==> src/rtl/arbitro_memoria.sv <==
// Round-robin arbiter sharing one single-port word memory between instruction fetch
// and the load/store unit, with per-transaction timeout and NOP/zero substitution.

module arbitro_memoria_porta #(
  parameter logic [31:0] VAZIO = 32'h0
) (
  input  logic        clk,
  input  logic        rst_n,
  input  logic        captura,
  input  logic        ack,
  input  logic [31:0] rdata,
  output logic [31:0] dado
);
  // On a timeout the port gets its own fill value instead of memory data.
  always_ff @(posedge clk or negedge rst_n) begin
    if (!rst_n)       dado <= '0;
    else if (captura) dado <= ack ? rdata : VAZIO;
  end
endmodule

module arbitro_memoria #(
  parameter int TIMEOUT = 16
) (
  input  logic        clk,
  input  logic        rst_n,
  input  logic        inst_req,
  input  logic [31:0] inst_endereco,
  output logic        inst_pronto,
  output logic [31:0] inst_dado,
  input  logic        dados_req,
  input  logic        dados_we,
  input  logic [3:0]  dados_be,
  input  logic [31:0] dados_endereco,
  input  logic [31:0] dados_wdata,
  output logic        dados_pronto,
  output logic [31:0] dados_rdata,
  output logic        mem_req,
  output logic        mem_we,
  output logic [3:0]  mem_be,
  output logic [31:0] mem_endereco,
  output logic [31:0] mem_wdata,
  input  logic        mem_ack,
  input  logic [31:0] mem_rdata,
  output logic        erro_timeout
);
  localparam int          CW     = $clog2(TIMEOUT + 1);
  localparam int          NPORTS = 2;
  localparam logic        P_INST  = 1'b0;
  localparam logic        P_DADOS = 1'b1;
  localparam logic [NPORTS-1:0][31:0] VAZIO = {32'h0000_0000, 32'h0000_0013};

  typedef enum logic [1:0] {OCIOSO, ACESSO, CONCLUI} estado_t;

  typedef struct packed {
    logic        we;
    logic [3:0]  be;
    logic [31:0] endereco;
    logic [31:0] wdata;
  } mem_op_t;

  estado_t                  estado, prox;
  logic                     ultimo;
  logic                     venc;
  logic                     concede;
  logic                     fim_to;
  logic [CW-1:0]            cnt;
  mem_op_t                  op_q, op_d;
  logic [NPORTS-1:0]        captura;
  logic [NPORTS-1:0][31:0]  dado_porta;

  assign concede = (estado == OCIOSO) && (inst_req || dados_req);
  // On a tie, the requester that did not win last time goes first.
  assign venc    = (inst_req && dados_req) ? ~ultimo : (dados_req ? P_DADOS : P_INST);
  assign fim_to  = (estado == ACESSO) && !mem_ack && (cnt == CW'(TIMEOUT - 1));

  always_comb begin
    if (venc == P_DADOS)
      op_d = '{we: dados_we, be: (dados_we ? dados_be : 4'hF),
               endereco: dados_endereco, wdata: dados_wdata};
    else
      op_d = '{we: 1'b0, be: 4'hF,
               endereco: (inst_endereco & ~32'h3), wdata: 32'h0};
  end

  always_ff @(posedge clk or negedge rst_n) begin
    if (!rst_n) estado <= OCIOSO;
    else        estado <= prox;
  end

  always_comb begin
    prox = estado;
    case (estado)
      OCIOSO:  if (inst_req || dados_req) prox = ACESSO;
      ACESSO:  if (mem_ack || fim_to)      prox = CONCLUI;
      CONCLUI: prox = OCIOSO;
      default: prox = OCIOSO;
    endcase
  end

  always_comb begin
    mem_req      = (estado == ACESSO);
    inst_pronto  = (estado == CONCLUI) && (ultimo == P_INST);
    dados_pronto = (estado == CONCLUI) && (ultimo == P_DADOS);
    captura      = '0;
    if (estado == ACESSO && (mem_ack || fim_to)) begin
      captura[0] = (ultimo == P_INST);
      captura[1] = (ultimo == P_DADOS) && !op_q.we;
    end
  end

  always_ff @(posedge clk or negedge rst_n) begin
    if (!rst_n) begin
      ultimo       <= P_DADOS;
      op_q         <= '0;
      cnt          <= '0;
      erro_timeout <= 1'b0;
    end else begin
      if (concede) begin
        ultimo <= venc;
        op_q   <= op_d;
        cnt    <= '0;
      end else if (estado == ACESSO && cnt != '1) begin
        cnt <= cnt + 1'b1;
      end
      if (fim_to) erro_timeout <= 1'b1;
    end
  end

  genvar g;
  generate
    for (g = 0; g < NPORTS; g++) begin : g_porta
      arbitro_memoria_porta #(.VAZIO(VAZIO[g])) u_porta (
        .clk     (clk),
        .rst_n   (rst_n),
        .captura (captura[g]),
        .ack     (mem_ack),
        .rdata   (mem_rdata),
        .dado    (dado_porta[g])
      );
    end
  endgenerate

  assign inst_dado    = dado_porta[0];
  assign dados_rdata  = dado_porta[1];
  assign mem_we       = op_q.we;
  assign mem_be       = op_q.be;
  assign mem_endereco = op_q.endereco;
  assign mem_wdata    = op_q.wdata;
endmodule
==> config.mk <==
export PLATFORM = sky130hd
export DESIGN_NAME = arbitro_memoria
export DESIGN_NICKNAME = d
export VERILOG_FILES = /design/src/rtl/arbitro_memoria.sv
export SDC_FILE = /design/constraint.sdc
export NUM_CORES = 1
export LEC_CHECK = 0
export ABC_AREA = 1
export ABC_CLOCK_PERIOD_IN_PS = 2100
export BUFFER_PORTS_ARGS = -buffer_cell sky130_fd_sc_hd__buf_2
export CAP_MARGIN = 20
export CORE_AREA = 2 2 118 120
export DETAILED_ROUTE_END_ITERATION = 12
export DIE_AREA = 0 0 120 122
export PLACE_DENSITY = 0.79
export SYNTH_ARGS = -nofsm -noshare
export SYNTH_HDL_FRONTEND = slang
export SYNTH_SLANG_ARGS = --single-unit
==> constraint.sdc <==
create_clock -name clk -period 2.1 [get_ports clk]
set_clock_uncertainty 0.05 [all_clocks]
set_input_delay 0.21 -clock clk [delete_from_list [all_inputs] [get_ports clk]]
set_output_delay 0.21 -clock clk [all_outputs]
set_load 0.01 [all_outputs]
==> results of run 1 <==
## worst max path at each step
| stage | from | endpoint | slack, ps | cells after the start |
|---|---|---|---|---|
| 5_1_grt | cnt[0] | g_porta[1].u_porta.dado[17] | 70 | 9 |
| 3_3_place_gp | cnt[0] | g_porta[0].u_porta.dado[7] | 280 | 9 |
| 3_5_place_dp | cnt[0] | g_porta[1].u_porta.dado[17] | 230 | 9 |
| 2_1_floorplan | cnt[0] | g_porta[0].u_porta.dado[0] | 410 | 9 |
| 4_1_cts | cnt[0] | g_porta[1].u_porta.dado[17] | 200 | 9 |
| 6_report | cnt[0] | g_porta[1].u_porta.dado[17] | 210 | 9 |
## metal layers
layer / wire (um) / part of all wire / up-vias
met4: 859 / 0.046 / 0
met1: 7560 / 0.40 / 2918
li1: - / - / 3012
met2: 9010 / 0.48 / 316
met5: 0 / 0 / -
met3: 1320 / 0.070 / 63
## cell type report
cell class / instances / area, um^2
fillers: 1112 / 4710
flip-flops and latches: 142 / 3550
multi-input cells: 568 / 2330
repair buffers: 322 / 1910
clock buffers: 19 / 443
well taps: 180 / 225
clock inverters: 13 / 188
inverters: 39 / 146
diodes: 1 / 2.50
## registers in the layout (all words and copies together) (netlist names)
register	cells
mem_endereco	32
g_porta.u_porta.dado	64
mem_wdata	32
ultimo	1
mem_we	1
erro_timeout	1
cnt	5
mem_be	4
estado	2
## synth_stat cells (all sizes together)
cell,instances,area (um^2)
nor3,2,10.0
a21oi,3,18.8
nand3b,7,52.6
nand2,470,1760
o31ai,1,7.51
clkbuf,12,45.0
a31o,1,8.76
and3,1,6.26
inv,39,146
nand3,67,335
nor2,7,36.3
ha,3,37.5
dfrtp,141,3530
o21ai,3,26.3
dfstp,1,26.3
buf,31,175
or2,3,18.8
## kinds of logic (layout without fill, tap and decap cells)
group | Yosys count | after routing
AOI/OAI and AO/OA | 8 | 8
adders and majority gates | 3 | 3
buffers and inverters | 82 | 393
DFF | 142 | 142
other | 0 | 1
and+or+nand+nor | 557 | 557
## stage by stage
| step | utilization | total power [uW] | cell area, um^2 | setup slack (ps) |
|---|---|---|---|---|
| 2_1_floorplan | - | 7030 | 6240 | 409 |
| 3_3_place_gp | 0.578 | 8920 | 7810 | 282 |
| 3_5_place_dp | 0.578 | 9030 | 7810 | 234 |
| 4_1_cts | 0.651 | 12300 | 8790 | 200 |
| 5_1_grt | 0.651 | 13100 | 8790 | 66.6 |
| 6_report | 0.651 | 12300 | 8790 | 207 |
## critical path, stage by stage, from the launching register on
cell and delay, ps:
sky130_fd_sc_hd__dfrtp_1 360, sky130_fd_sc_hd__ha_1 190, sky130_fd_sc_hd__and3_1 200, sky130_fd_sc_hd__ha_1 200, sky130_fd_sc_hd__inv_1 90, sky130_fd_sc_hd__a21oi_4 220
sky130_fd_sc_hd__nand2_1 120, sky130_fd_sc_hd__buf_12 190, sky130_fd_sc_hd__nand2_1 90, sky130_fd_sc_hd__nand2_1 60
## cells in the final DEF, fill, tap and decap left out, types with 2 or more instances in the layout
master	Yosys	layout
sky130_fd_sc_hd__dfrtp_1	141	141
sky130_fd_sc_hd__clkbuf_16	0	17
sky130_fd_sc_hd__inv_1	35	35
sky130_fd_sc_hd__inv_2	4	4
sky130_fd_sc_hd__or2_2	3	3
sky130_fd_sc_hd__o21ai_0	2	2
sky130_fd_sc_hd__dlygate4sd3_1	0	35
sky130_fd_sc_hd__a21oi_1	2	2
sky130_fd_sc_hd__nand3_1	67	67
sky130_fd_sc_hd__clkinv_4	0	3
sky130_fd_sc_hd__clkinv_2	0	2
sky130_fd_sc_hd__nor3_1	2	2
sky130_fd_sc_hd__nand3b_1	7	7
sky130_fd_sc_hd__nand2_1	470	470
sky130_fd_sc_hd__buf_4	8	9
sky130_fd_sc_hd__nor2_1	5	5
sky130_fd_sc_hd__clkinvlp_4	0	3
sky130_fd_sc_hd__bufinv_16	0	4
sky130_fd_sc_hd__ha_1	3	3
sky130_fd_sc_hd__buf_2	23	271
sky130_fd_sc_hd__buf_12	0	6
## repair_timing
item / in CTS / in global routing
gates resized for setup: 0 / 0
hold buffers: 35 / 0
hold endpoints to repair: 81 / 0
## power by group through the flow
stage	Combinational, uW	Sequential [uW]	Clock, uW
3_3_place_gp	4410	4500	0
2_1_floorplan	2000	5030	0
5_1_grt	5090	4660	3370
4_1_cts	4570	4510	3250
3_5_place_dp	4520	4510	0
6_report	4600	4540	3190
==> out/summary.md, run 1 <==
• status: complete, no violations
• type of element capturing the critical path: register
• GRT busiest layer: met2
• via/cell ratio: 4.91
• Avg WL per Cell: 14.6 um
• global-route wire length before repair: 30200 um
• layout overhead on the synthesized area: 40.9%
• highest ir drop seen on vdd: 0.816 mV
• fraction of layout instances using a drive strength above 1: 0.300
• number of buffers between clock root and the deepest sink: 2
• unrepaired setup endpoints after global routing: false
• GRT met3 Usage: 0.0576
• die span in x: 120 um
• # clock sinks: 142
• Hold Crit Depth: 5
• vias: 6309
• maximum level of the CTS H-tree: 4
• register bit count reported by yosys: 142
• core region area: 13500 um^2
• share of power burned in registers: 0.368
• count of maximum capacitance violations: 0
• antenna violations before repair: 1
• Total Wirelength: 18700 um
• Final Wtd Congestion: 0.791
• post-CTS setup buffers: 0
• capture point of the worst reg-to-reg path: g_porta[1].u_porta.dado[17]
• final number of max-transition violations: 0
• maximum clock frequency: 528 MHz
• total internal power: 7590 uW
• destination of the worst hold path: mem_endereco[25]
• Setup Viol. Count Final: 0
• die area: 14600 um^2
• First DRT Iteration DRCs: 440
• number of hold violations in the final report: 0
• Slew @ Worst Pin: 730 ps
• fraction of synthesized cell area in xor and xnor cells: 0
• worst slew slack as a fraction of its limit: 0.512
• number of nets produced by synthesis: 933
• starting utilization of the core area: 0.462
• Switch Pwr: 4750 uW
• HPWL reported at the end of detailed placement: 12100 um
• via count of the first global-routing pass: 6303
• clock network power share: 0.259
• mean cell area of the mapped netlist: 7.88 um^2
• clock input transition at the sequential cells of the worst setup and hold paths: 60 ps
• Crit path arrival time: 2140 ps
• clock tree from TritonCTS: built
• post-layout min period: 1890 ps
• Synth warnings: 0
• switching part of the total: 0.385
• element type at the critical path start: register
• classification of the worst setup path: register to register
• met2 GRT Util: 0.438
• Worst Hold Slack: 29.2 ps
• part of the Yosys area used for sequential elements: 0.569
• instance count after placement with tap cells included: 1216
• first-pass iteration count of the detailed router: 5
• worst-path maximum fanout: 32
• synthesized-area fraction occupied by ao, oa, aoi and oai cells: 0.00982
• number of nets in the layout: 1231
• Comb power frac: 0.373
• depth of the worst register-to-register path: 9
• origin of the critical flop-to-flop path: cnt[0]
• static leakage: 0.00540 uW
• Synth Area in Adders: 0.00601
• Clk Tree Root Cell: sky130_fd_sc_hd__clkbuf_16
• period utilisation layout: 0.901
• DRC violation count after routing: 0
• multiplexer share of the synthesized area: 0
• Routed Antenna Nets: 0
• Tot GR Track Use: 0.262
• clock buffer count from CTS: 17
• count of mapped cells out of synthesis: 792
• PwrDens: 1400 nW/um^2
• register-to-register path setup slack: 210 ps
• placement row count: 43
• Die Ht: 122 um
• critical path data required time: 2350 ps
• final setup TNS: 0 ps
• total global routing overflow: 0
• source of the worst hold timing path: dados_endereco[25]
• area of the mapped netlist: 6240 um^2
• share of synthesized cell area in and, or, nand and nor gates: 0.356
• io pins: 275
• Skew-Pair Late Insertion Delay: 410 ps
• maximum number of pins on one net before global-route repair: 51
• Worst Hold Class: primary input to register
• final cell count without fillers: 1284
• dominant combinational cell family by area after synthesis: simple AND/OR/NAND/NOR gates
• count of port buffers added during placement: 272
• met1 usage in global routing: 0.314
• unique cell type count in the Yosys netlist: 23
Note: power is estimated with default switching activity, not from simulation.
==> run 2: changes to the inputs <==
REMOVE_ABC_BUFFERS = 1   (was default)
==> out/summary.md, run 2 (same netlist as run 1, synthesis figures left out) <==
• placement row count: 43
• die area: 14600 um^2
• clock tree from TritonCTS: built
• Setup Viol. Count Final: 0
• period utilisation layout: 0.907
• Clk Tree Root Cell: sky130_fd_sc_hd__clkbuf_16
• instance count after placement with tap cells included: 1214
• critical path data required time: 2390 ps
• io pins: 275
• Crit path arrival time: 2200 ps
• number of nets in the layout: 1229
• slowest stage cell, crit path: sky130_fd_sc_hd__dfrtp_1
• total global routing overflow: 0
• global-route wire length before repair: 28900 um
• number of buffers between clock root and the deepest sink: 2
• starting utilization of the core area: 0.462
• element type at the critical path start: register
• first-pass iteration count of the detailed router: 4
• core region area: 13500 um^2
• Skew-Pair Late Insertion Delay: 410 ps
• Slew @ Worst Pin: 793 ps
• count of port buffers added during placement: 272
• via count of the first global-routing pass: 5871
• post-layout min period: 1910 ps
• Total Wirelength: 18300 um
• Die Ht: 122 um
• final cell count without fillers: 1280
• register-to-register path setup slack: 190 ps
• antenna violations before repair: 0
• classification of the worst setup path: register to register
• post-CTS setup buffers: 0
• maximum level of the CTS H-tree: 4
• final setup TNS: 0 ps
• Worst Hold Class: primary input to register
• top library cells by usage in the layout, fill and taps aside: sky130_fd_sc_hd__nand2_1, sky130_fd_sc_hd__buf_2, sky130_fd_sc_hd__dfrtp_1
• PwrDens: 1400 nW/um^2
• unrepaired setup endpoints after global routing: false
• layout overhead on the synthesized area: 40.0%
• maximum number of pins on one net before global-route repair: 64
• # clock sinks: 142
• Avg WL per Cell: 14.3 um
• Tot GR Track Use: 0.251
• area of all placed cells without fillers: 8740 um^2
• most common cell after layout, fill and taps aside: sky130_fd_sc_hd__nand2_1
• Routed Antenna Nets: 0
• via/cell ratio: 4.77
• biggest cell delay along the critical path: 360 ps
• First DRT Iteration DRCs: 517
• most prevalent standard cell on the critical path: sky130_fd_sc_hd__ha_1
• die span in x: 120 um
• worst-path maximum fanout: 63
• Final Wtd Congestion: 0.797
• ordered list of cells on the worst path: ha_1 > and3_1 > ha_1 > inv_1 > a21oi_4 > buf_12 > nand3_1 > nand2_1
• number of hold violations in the final report: 0
• vias: 6100
• Placed Area: 7770 um^2
• type of element capturing the critical path: register
• Antenna Diode Count: 0
• max FFs per register: 64
• maximum clock frequency: 525 MHz
• highest ir drop seen on vdd: 0.691 mV
• count of maximum capacitance violations: 0
• final number of max-transition violations: 0
• clock input transition at the sequential cells of the worst setup and hold paths: 60 ps
• HPWL reported at the end of detailed placement: 12100 um
• clock buffer count from CTS: 17
• Top reg by flops: g_porta.u_porta.dado
• static leakage: 0.00539 uW
• fraction of layout instances using a drive strength above 1: 0.297
• Resized Gates After CTS: 0
• status: complete, no violations
• DRC violation count after routing: 0
• worst slew slack as a fraction of its limit: 0.470
## run 2: changes by cell type in the layout (fill, tap and decap cells not counted)
cell                         previous run  this run
sky130_fd_sc_hd__clkbuf_1               1         2
sky130_fd_sc_hd__clkinv_4               3         2
sky130_fd_sc_hd__clkinv_2               2         3
sky130_fd_sc_hd__buf_12                 6         4
sky130_fd_sc_hd__diode_2                1         0
sky130_fd_sc_hd__clkinvlp_4             3         0
sky130_fd_sc_hd__clkbuf_8               1         2
## run 2: timing repair
item / in CTS / in global routing
endpoints found under the hold margin: 80 / 0
endpoints found under the setup margin: 0 / 0
hold buffers: 35 / 0
## run 2: worst paths after layout
check / depth (start not counted) / start / to
hold reg to reg: 2 / g_porta[1].u_porta.dado[0] / g_porta[1].u_porta.dado[0]
setup reg to reg: 8 / cnt[0] / g_porta[0].u_porta.dado[22]
setup / recovery: 8 / cnt[0] / g_porta[0].u_porta.dado[22]
hold / removal: 5 / dados_endereco[25] / mem_endereco[25]
min in group asynchronous: 2 / rst_n / g_porta[0].u_porta.dado[10]
max in group asynchronous: 3 / rst_n / g_porta[0].u_porta.dado[22]
## run 2: metrics by stage
step | power [uW] | setup WS [ps] | hold slack (ps) | utilization
2_1_floorplan | 6830 | -1510 | -136 | -
6_report | 12200 | 195 | 34.0 | 0.647
3_5_place_dp | 9010 | 207 | 143 | 0.575
4_1_cts | 12300 | 190 | 14.2 | 0.647
5_1_grt | 13100 | 40.1 | 37.8 | 0.647
3_3_place_gp | 8900 | 259 | 143 | 0.575
## run 2: critical path: cells and delay by family, from the launching register on
| kind | cells | cell delay (ps) |
|---|---|---|
| flops | 1 | 360 |
| simple gates | 3 | 400 |
| compound gates | 1 | 230 |
| buf+inv | 2 | 360 |
| fa+ha+maj | 2 | 400 |
## run 2: cell type report
cell class | count | area (um^2)
inverters | 39 | 146
flip-flops and latches | 142 | 3550
well taps | 180 | 225
clock buffers | 21 | 460
repair buffers | 320 | 1870
clock inverters | 10 | 161
fillers | 1129 | 4760
multi-input cells | 568 | 2330
## run 2: where the power goes
| part | switching, uW | leakage, uW | internal, uW | total (uW) |
|---|---|---|---|---|
| sequential | 646 | 0.00183 | 3890 | 4540 |
| clock | 1130 | 0.000307 | 2050 | 3170 |
| combinational | 2890 | 0.00325 | 1640 | 4530 |
| total | 4660 | 0.00539 | 7580 | 12200 |
## run 2: metal layers
metal / GRT usage / wire length (um)
met1: 0.323 / 7720
met2: 0.407 / 8760
met3: 0.0492 / 1170
met4: 0.125 / 677
met5: 0 / 0
==> run 3: changes to the inputs <==
CTS_BUF_LIST = sky130_fd_sc_hd__clkbuf_16   (was default)
==> out/summary.md, run 3 (same netlist as run 1, synthesis figures left out) <==
• period utilisation layout: 0.906
• maximum number of pins on one net before global-route repair: 64
• First DRT Iteration DRCs: 542
• maximum clock frequency: 525 MHz
• classification of the worst setup path: register to register
• Final Wtd Congestion: 0.797
• total internal power: 7500 uW
• starting utilization of the core area: 0.462
• Comb power frac: 0.373
• Routed Antenna Nets: 0
• Total Wirelength: 18300 um
• clock network power share: 0.254
• via/cell ratio: 4.76
• clock tree from TritonCTS: built
• Top reg by flops: g_porta.u_porta.dado
• clock input transition at the sequential cells of the worst setup and hold paths: 60 ps
• static leakage: 0.00539 uW
• via count of the first global-routing pass: 5879
• PwrDens: 1390 nW/um^2
• type of element capturing the critical path: register
• placement row count: 43
• total global routing overflow: 0
• core region area: 13500 um^2
• Crit path arrival time: 2190 ps
• final number of max-transition violations: 0
• Worst Hold Class: primary input to register
• Skew-Pair Late Insertion Delay: 410 ps
• post-layout power: 12200 uW
• # clock sinks: 142
• worst-path maximum fanout: 63
• maximum level of the CTS H-tree: 4
• final cell count without fillers: 1280
• antenna violations before repair: 0
• Crit. Startpoint: cnt[0]
• Die Ht: 122 um
• number of nets in the layout: 1229
• number of hold violations in the final report: 0
• hold-fix buffers at CTS: 35
• count of port buffers added during placement: 272
• layout overhead on the synthesized area: 39.7%
• vias: 6097
• global-route wire length before repair: 28800 um
• Switch Pwr: 4660 uW
• critical path data required time: 2390 ps
• Setup Viol. Count Final: 0
• DRC violation count after routing: 0
• post-layout min period: 1900 ps
• element type at the critical path start: register
• die span in x: 120 um
• io pins: 275
• number of buffers between clock root and the deepest sink: 2
• clock buffer count from CTS: 17
• highest ir drop seen on vdd: 0.687 mV
• status: complete, no violations
• top library cells by usage in the layout, fill and taps aside: sky130_fd_sc_hd__nand2_1, sky130_fd_sc_hd__buf_2, sky130_fd_sc_hd__dfrtp_1
• Resized Gates After CTS: 0
• unrepaired setup endpoints after global routing: false
• most common cell after layout, fill and taps aside: sky130_fd_sc_hd__nand2_1
• worst slew slack as a fraction of its limit: 0.469
• max FFs per register: 64
• origin of the critical flop-to-flop path: cnt[0]
• switching part of the total: 0.384
• HPWL reported at the end of detailed placement: 12100 um
• instance count after placement with tap cells included: 1214
• Slew @ Worst Pin: 795 ps
• source of the worst hold timing path: dados_endereco[25]
• post-CTS setup buffers: 0
• Antenna Diode Count: 0
• count of maximum capacitance violations: 0
• Tot GR Track Use: 0.251
• die area: 14600 um^2
• Avg WL per Cell: 14.3 um
• share of power burned in registers: 0.373
• Worst Hold Slack: 33.2 ps
• first-pass iteration count of the detailed router: 7
• fraction of layout instances using a drive strength above 1: 0.295
• Clk Tree Root Cell: sky130_fd_sc_hd__clkbuf_16
-- run 3: stage by stage --
step                setup slack, ps  area, um^2  TNS, ps  utilization
floorplan                     -1510        6020   -97070            -
global placement                259        7770        0        0.575
detailed placement              207        7770        0        0.575
CTS                             190        8720        0        0.646
global route                   39.7        8720        0        0.646
finish                          196        8720        0        0.646
-- run 3: layer usage --
layer	GRT usage	vias to the layer above	share of wire
met3	0.0506	46	0.068
met4	0.130	0	0.039
li1	-	3011	-
met1	0.318	2750	0.42
met2	0.408	290	0.48
met5	0	-	0
-- run 3: worst max-delay path, cell delays in order, from the launching register on --
cell and delay, ps:
sky130_fd_sc_hd__dfrtp_1 360, sky130_fd_sc_hd__ha_1 200, sky130_fd_sc_hd__and3_1 200, sky130_fd_sc_hd__ha_1 200
sky130_fd_sc_hd__inv_1 80, sky130_fd_sc_hd__a21oi_4 230, sky130_fd_sc_hd__buf_12 290, sky130_fd_sc_hd__nand3_1 110
sky130_fd_sc_hd__nand2_1 90
-- run 3: area by class of cell --
| cell class | count | area [um^2] |
|---|---|---|
| well taps | 180 | 225 |
| flip-flops and latches | 142 | 3550 |
| clock inverters | 14 | 176 |
| repair buffers | 320 | 1870 |
| clock buffers | 17 | 425 |
| inverters | 39 | 146 |
| fillers | 1133 | 4780 |
| multi-input cells | 568 | 2330 |
-- run 3: path summary, 6_finish.rpt --
path	to	slack, ps	cells past startpoint
min in group asynchronous	g_porta[1].u_porta.dado[26]	280	2
max in group asynchronous	g_porta[0].u_porta.dado[22]	1050	3
worst max register to register	g_porta[0].u_porta.dado[22]	200	8
worst min register to register	g_porta[1].u_porta.dado[0]	410	2
worst min-delay path	mem_endereco[25]	30	5
worst max-delay path	g_porta[0].u_porta.dado[22]	200	8
-- run 3: power groups by stage --
stage,combinational (uW),clock [uW],sequential (uW)
final,4530,3090,4540
after detailed placement,4490,0,4530
after CTS,4540,3130,4520
after global routing,5040,3260,4670
after floorplan,1790,0,5030
after global placement,4380,0,4520
